### config.mk
export PLATFORM = sky130hd
export DESIGN_NAME = cp0_exc_unit
export DESIGN_NICKNAME = d
export VERILOG_FILES = /design/src/rtl/cp0_pkg.sv /design/src/rtl/cp0_timer.sv /design/src/rtl/cp0_exc_unit.sv
export SDC_FILE = /design/constraint.sdc
export NUM_CORES = 1
export LEC_CHECK = 0
export ABC_CLOCK_PERIOD_IN_PS = 5040
export CORE_MARGIN = 1
export CORE_UTILIZATION = 44
export CTS_CLUSTER_DIAMETER = 100
export DETAILED_ROUTE_END_ITERATION = 10
export PLACE_DENSITY = 0.92
export RECOVER_POWER = 50
export SLEW_MARGIN = 10
export SYNTH_ARGS = -nofsm -noshare
export SYNTH_HDL_FRONTEND = slang
export SYNTH_HIERARCHICAL = 1
export SYNTH_SLANG_ARGS = --single-unit
### constraint.sdc
create_clock -name clk -period 5.04 [get_ports clk]
set_clock_uncertainty 0.05 [all_clocks]
set_input_delay 1.26 -clock clk [delete_from_list [all_inputs] [get_ports clk]]
set_output_delay 1.26 -clock clk [all_outputs]
set_load 0.01 [all_outputs]
### src/rtl/cp0_pkg.sv
// Shared CP0 definitions: register addresses, exception codes, field positions, defaults.
// No logic of its own; imported by cp0_exc_unit and cp0_timer.
package cp0_pkg;

  localparam logic [4:0] ADDR_COUNT   = 5'd9;
  localparam logic [4:0] ADDR_COMPARE = 5'd11;
  localparam logic [4:0] ADDR_SR      = 5'd12;
  localparam logic [4:0] ADDR_CAUSE   = 5'd13;
  localparam logic [4:0] ADDR_EPC     = 5'd14;
  localparam logic [4:0] ADDR_PRID    = 5'd15;

  typedef enum logic [4:0] {
    EXC_INT     = 5'd0,
    EXC_ADEL    = 5'd4,
    EXC_ADES    = 5'd5,
    EXC_SYSCALL = 5'd8,
    EXC_RI      = 5'd10,
    EXC_OV      = 5'd12
  } exc_code_e;

  localparam int SR_IM_HI     = 15;
  localparam int SR_IM_LO     = 10;
  localparam int SR_EXL       = 1;
  localparam int SR_IE        = 0;
  localparam int CAUSE_BD     = 31;
  localparam int CAUSE_IP_HI  = 15;
  localparam int CAUSE_IP_LO  = 10;
  localparam int CAUSE_EXC_HI = 6;
  localparam int CAUSE_EXC_LO = 2;

  localparam logic [31:0] HANDLER_PC_DEFAULT = 32'h0000_4180;
  localparam logic [31:0] PRID_DEFAULT       = 32'h2023_0007;

endpackage

### src/rtl/cp0_timer.sv
// CP0 Count/Compare timer: Count free-runs, pending raised on Count==Compare (Compare!=0).
// Pending is visible the same cycle as the match and stays set until Compare is rewritten.
module cp0_timer
  import cp0_pkg::*;
(
  input  logic        clk,
  input  logic        reset,
  input  logic        we_count,
  input  logic        we_compare,
  input  logic [31:0] din,
  output logic [31:0] count,
  output logic [31:0] compare,
  output logic        timer_pend
);

  logic pend_q;
  logic hit;

  assign hit        = (count == compare) && (compare != 32'd0);
  assign timer_pend = pend_q | hit;

  always_ff @(posedge clk) begin
    if (reset) begin
      count   <= 32'd0;
      compare <= 32'd0;
      pend_q  <= 1'b0;
    end else begin
      count <= we_count ? din : count + 32'd1;
      if (we_compare) begin
        compare <= din;
        pend_q  <= 1'b0;
      end else if (hit) begin
        pend_q <= 1'b1;
      end
    end
  end

endmodule

### src/rtl/cp0_exc_unit.sv
// CP0 exception/interrupt controller at M: combinational req, state updates at next edge.
// Optional Count/Compare timer enabled by `define CP0_TIMER_EN (replaces hwint[5] as IP[15]).
module cp0_exc_unit
  import cp0_pkg::*;
#(
  parameter logic [31:0] HANDLER_PC = HANDLER_PC_DEFAULT,
  parameter logic [31:0] PRID_VALUE = PRID_DEFAULT
) (
  input  logic        clk,
  input  logic        reset,
  input  logic        cp0_we,
  input  logic [4:0]  cp0_addr,
  input  logic [31:0] cp0_din,
  input  logic [31:0] vpc,
  input  logic        bd,
  input  logic [4:0]  exccode_in,
  input  logic [5:0]  hwint,
  input  logic        eret,
  output logic        req,
  output logic [31:0] cp0_dout,
  output logic [31:0] epc_out,
  output logic [31:0] handler_pc
);

  logic [5:0]  im, ip, ip_next;
  logic        exl, ie, cause_bd;
  logic [4:0]  exccode;
  logic [31:0] epc;
  logic        int_req, exc_req, wr_en;

  // A flush or eret in the same cycle squashes the mtc0.
  assign wr_en = cp0_we & ~req & ~eret;

`ifdef CP0_TIMER_EN
  logic [31:0] count, compare;
  logic        timer_pend;

  cp0_timer u_timer (
    .clk        (clk),
    .reset      (reset),
    .we_count   (wr_en && (cp0_addr == ADDR_COUNT)),
    .we_compare (wr_en && (cp0_addr == ADDR_COMPARE)),
    .din        (cp0_din),
    .count      (count),
    .compare    (compare),
    .timer_pend (timer_pend)
  );

  assign ip_next = {timer_pend, hwint[4:0]};
`else
  assign ip_next = hwint;
`endif

  assign int_req    = ie & ~exl & (|(ip_next & im));
  assign exc_req    = (exccode_in != 5'd0) & ~exl;
  assign req        = int_req | exc_req;
  assign epc_out    = epc;
  assign handler_pc = HANDLER_PC;

  always_ff @(posedge clk) begin
    if (reset) begin
      im       <= 6'd0;
      exl      <= 1'b0;
      ie       <= 1'b0;
      ip       <= 6'd0;
      cause_bd <= 1'b0;
      exccode  <= 5'd0;
      epc      <= 32'd0;
    end else begin
      ip <= ip_next;
      if (req) begin
        exl      <= 1'b1;
        cause_bd <= bd;
        exccode  <= int_req ? 5'(EXC_INT) : exccode_in;
        epc      <= (bd ? vpc - 32'd4 : vpc) & ~32'h3;
      end else if (eret) begin
        exl <= 1'b0;
      end else if (wr_en) begin
        if (cp0_addr == ADDR_SR) begin
          im  <= cp0_din[SR_IM_HI:SR_IM_LO];
          exl <= cp0_din[SR_EXL];
          ie  <= cp0_din[SR_IE];
        end else if (cp0_addr == ADDR_EPC) begin
          epc <= cp0_din;
        end
      end
    end
  end

  always_comb begin
    cp0_dout = 32'd0;
    case (cp0_addr)
      ADDR_SR:    cp0_dout = {16'd0, im, 8'd0, exl, ie};
      ADDR_CAUSE: cp0_dout = {cause_bd, 15'd0, ip, 3'd0, exccode, 2'd0};
      ADDR_EPC:   cp0_dout = epc;
      ADDR_PRID:  cp0_dout = PRID_VALUE;
`ifdef CP0_TIMER_EN
      ADDR_COUNT:   cp0_dout = count;
      ADDR_COMPARE: cp0_dout = compare;
`endif
      default:    cp0_dout = 32'd0;
    endcase
  end

endmodule

==> key figures, run 1 <==
Setup path
  • Worst setup SP type: primary input
  • Critical Path RT: 3730 ps
  • Flop-to-flop setup slack: around 3100 ps
  • Setup crit start: cp0_addr[0]
  • Crit path to: cp0_dout[6]
  • R2R depth: 5
  • Setup crit end kind: output port
  • Critical path class: primary input to output port
  • Critical R2R Launch: im[4]
  • R2r endpoint: epc_out[13]
  • CP arrival: around 3400 ps
  • CP max FO: 19

Floorplanning
  • Starting Density: between 40% and 50%
  • Ports: around 180
  • Die Y: about 90 um
  • DIE AREA: 8610 sq um
  • # rows: 32
  • Core area: between 7000 and 8000 sq um
  • Die width: slightly above 90 um

Global route
  • First-pass GRT wire length: 19.5 mm
  • Largest net degree at the start of global routing: 39
  • Initial antenna violation count: 0
  • Grt total ovfl: 0
  • Overall Global Routing Usage: between 20 and 30%
  • Vias in the first global route: between 3000 and 4000

Power and ir drop
  • Sw power: 319 uW
  • Sw Share: 30.1%
  • Gate power share: 28.5%
  • Total power: around 1100 uW
  • Leak Pwr: around 0.0018 uW
  • Pint: between 700 and 800 uW
  • PD cells: 205 nW/um^2
  • Peak supply drop: about 0.11 mV
  • Reg power frac: between 40% and 50%
  • Clock network power share: approximately 28%

Clocking
  • Clock slew at reported path FFs: around 100 ps
  • Max H-tree Level: 2
  • Clk_lat worst skew: 320 ps
  • Clock root buffer: clkbuf_8
  • Setup bufs post-CTS: 0
  • Post-CTS Hold Fix Bufs: 0
  • CTS tree: yes
  • Clock sinks: 52
  • Resized Gates After CTS: 0
  • Total CTS buffers: 5
  • Clock buffer depth: 2

Synthesis
  • Synth cell types: 48
  • Mapped Area: ~3600 sq um
  • Flops & latches, synth: 52
  • Sequential area share after synthesis: ~29%
  • Mapped Cells: approximately 440
  • Asr flop ratio synth: 0%
  • Synth Flop Type: dfxtp_1
  • Synth warn: 6
  • EDFF count, synth: 0
  • Avg Inst Size Synth: 8.26 sq um

Placed design
  • IO Port Bufs: between 100 and 150
  • RD Place Congestion: roughly 0.9
  • DP Wirelength: 9.51 mm
  • DP Area: between 5000 and 6000 sq um
  • Placed cell count: ~670

Cells and area
  • Fillers: 670
  • Fin util: between 60% and 70%
  • Final Cell Area: 5160 sq um
  • Layout cell share with drive strength beyond 1: 4.73%
  • Nets: roughly 660
  • Final cell count without fillers: 673
  • Synthesis-to-finish area growth: 42.4%
  • Antenna cells: 0

Flow run
  • MaxCap Viol Count: 1

STA
  • F_max: roughly 0.21 GHz
  • Slew margin rel.: -19.9%
  • Period minus WS final: roughly 4700 ps
  • Period utilization: 93.7%
  • Setup Total Neg Slack: 0 ps
  • Final Max Tran Viols: 39
  • Unrepaired setup endpoints after global routing: false
  • Final hold vios: 0
  • Setup violations, final: 0
  • Least-Margin Pin Slew: ~1800 ps

Drt
  • ANT nets after route: 0
  • DRC violations left: 0
  • Drt pass-1 iters: 5
  • Drt first-iter violations: between 150 and 200
  • Avg Vias per Cell: ~6
  • Post-Route WL: ~13 mm
  • DR vias: between 4000 and 5000
  • Per-cell routed wire length: between 15 and 20 um

Min path
  • Hold crit path type: register to register

Outcome
  • Failing checks: capacitance limit, slew limit
  • Status: finished, violations left
-- worst max-delay path, cell delays in order --
cell and delay, ps:
clkdlybuf4s50_1 470, clkbuf_1 540, nor2b_1 140, buf_4 240, a22oi_1 180, nor2_1 80, clkdlybuf4s50_1 500
-- layout by cell type, fill, tap and decap left out, types with 9 or more instances in the layout --
| cell | instances |
|---|---|
| dlygate4sd3_1 | 33 |
| or3_1 | 17 |
| dfxtp_1 | 52 |
| conb_1 | 32 |
| a2111oi_0 | 22 |
| o21ai_0 | 9 |
| a211oi_1 | 13 |
| nor2_1 | 36 |
| or4_1 | 16 |
| a311oi_1 | 17 |
| buf_4 | 12 |
| o31a_1 | 22 |
| mux2i_1 | 27 |
| a21oi_1 | 17 |
| clkdlybuf4s50_1 | 114 |
| o31ai_1 | 11 |
| and3_1 | 14 |
| nand2_1 | 23 |
-- registers in the layout, indices dropped and copies added (netlist names) --
signal	count
epc_out	32
im	6
ip	6
exccode	5
cause_bd	1
exl	1
ie	1
-- stage by stage --
stage / setup WS [ps] / hold slack [ps]
2_1_floorplan: 865 / 394
3_3_place_gp: 499 / 406
3_5_place_dp: 435 / 425
4_1_cts: 414 / 439
5_1_grt: 197 / 455
6_report: 319 / 443
-- power groups by stage --
stage          registers [uW]  logic, uW  clock network (uW)
2_1_floorplan             477        146                   0
3_3_place_gp              473        295                   0
5_1_grt                   468        322                 307
3_5_place_dp              474        303                   0
4_1_cts                   465        306                 294
6_report                  464        301                 293
-- area by class of cell --
| cell class | count | area (sq um) | share of cell area, % |
|---|---|---|---|
| Timing Repair Buffer | 162 | 1570 | 30.5 |
| Multi-Input combinational cell | 343 | 2290 | 44.3 |
| Sequential cell | 52 | 1040 | 20.2 |
| Clock buffer | 5 | 68.8 | 1.33 |
| Inverter | 6 | 22.5 | 0.436 |
| Clock inverter | 3 | 42.5 | 0.824 |
| Tap cell | 102 | 128 | 2.47 |
-- worst min-delay path by stage --
stage                  start  endpoint  depth (start not counted)
finish                 im[0]     im[0]                          2
global route           im[4]     im[4]                          2
CTS                    im[0]     im[0]                          2
detailed placement     im[0]     im[0]                          2
global placement    cause_bd  cause_bd                          2
floorplan           cause_bd  cause_bd                          2
-- metal layers --
metal  part of all wire, %  track usage, %
met1                    38            33.8
met2                    50            50.1
met3                   8.4            5.50
met4                   3.7            14.0
met5                     0               0
-- kinds of logic (layout without fill, tap and decap cells) --
group | count (synthesis) | in the layout | share of synthesized area [%]
xor gates and xnor gates | 9 | 9 | 2.17
other | 2 | 32 | 0.207
buffers and inverters | 74 | 176 | 11.4
adders and majority gates | 1 | 1 | 0.345
muxes | 28 | 28 | 7.76
AOI/OAI and AO/OA | 132 | 132 | 28.1
DFF | 52 | 52 | 28.7
and+or+nand+nor | 141 | 141 | 21.3
-- synth_stat cells (9+ instances only) --
| cell type | count | area share, % |
|---|---|---|
| and3_1 | 14 | 2.4 |
| o31ai_1 | 11 | 2.3 |
| a211oi_1 | 13 | 2.7 |
| mux2i_1 | 27 | 7.5 |
| buf_4 | 32 | 6.6 |
| o21ai_0 | 9 | 1.2 |
| dfxtp_1 | 52 | 29 |
| a21oi_1 | 17 | 2.3 |
| o31a_1 | 22 | 5.3 |
| or4_1 | 16 | 3.3 |
| a2111oi_0 | 22 | 5.3 |
| a311oi_1 | 18 | 4.3 |
| or3_1 | 17 | 2.9 |
| clkbuf_1 | 32 | 3.3 |
| nand2_1 | 23 | 2.4 |
| nor2_1 | 36 | 3.7 |
Note: power is estimated with default switching activity, not from simulation.
==> inputs of run 2 (changes only) <==
--- a/config.mk
+++ b/config.mk
@@ -9,11 +9,11 @@
 export CORE_MARGIN = 1
 export CORE_UTILIZATION = 44
 export CTS_CLUSTER_DIAMETER = 100
+export CTS_CLUSTER_SIZE = 14
 export DETAILED_ROUTE_END_ITERATION = 10
 export PLACE_DENSITY = 0.92
 export RECOVER_POWER = 50
 export SLEW_MARGIN = 10
 export SYNTH_ARGS = -nofsm -noshare
 export SYNTH_HDL_FRONTEND = slang
-export SYNTH_HIERARCHICAL = 1
 export SYNTH_SLANG_ARGS = --single-unit
==> results of run 2 <==
The final DEF is identical to that of run 1; final timing and power are the same.
Among the figures that moved: Yosys warning count 6 -> 0
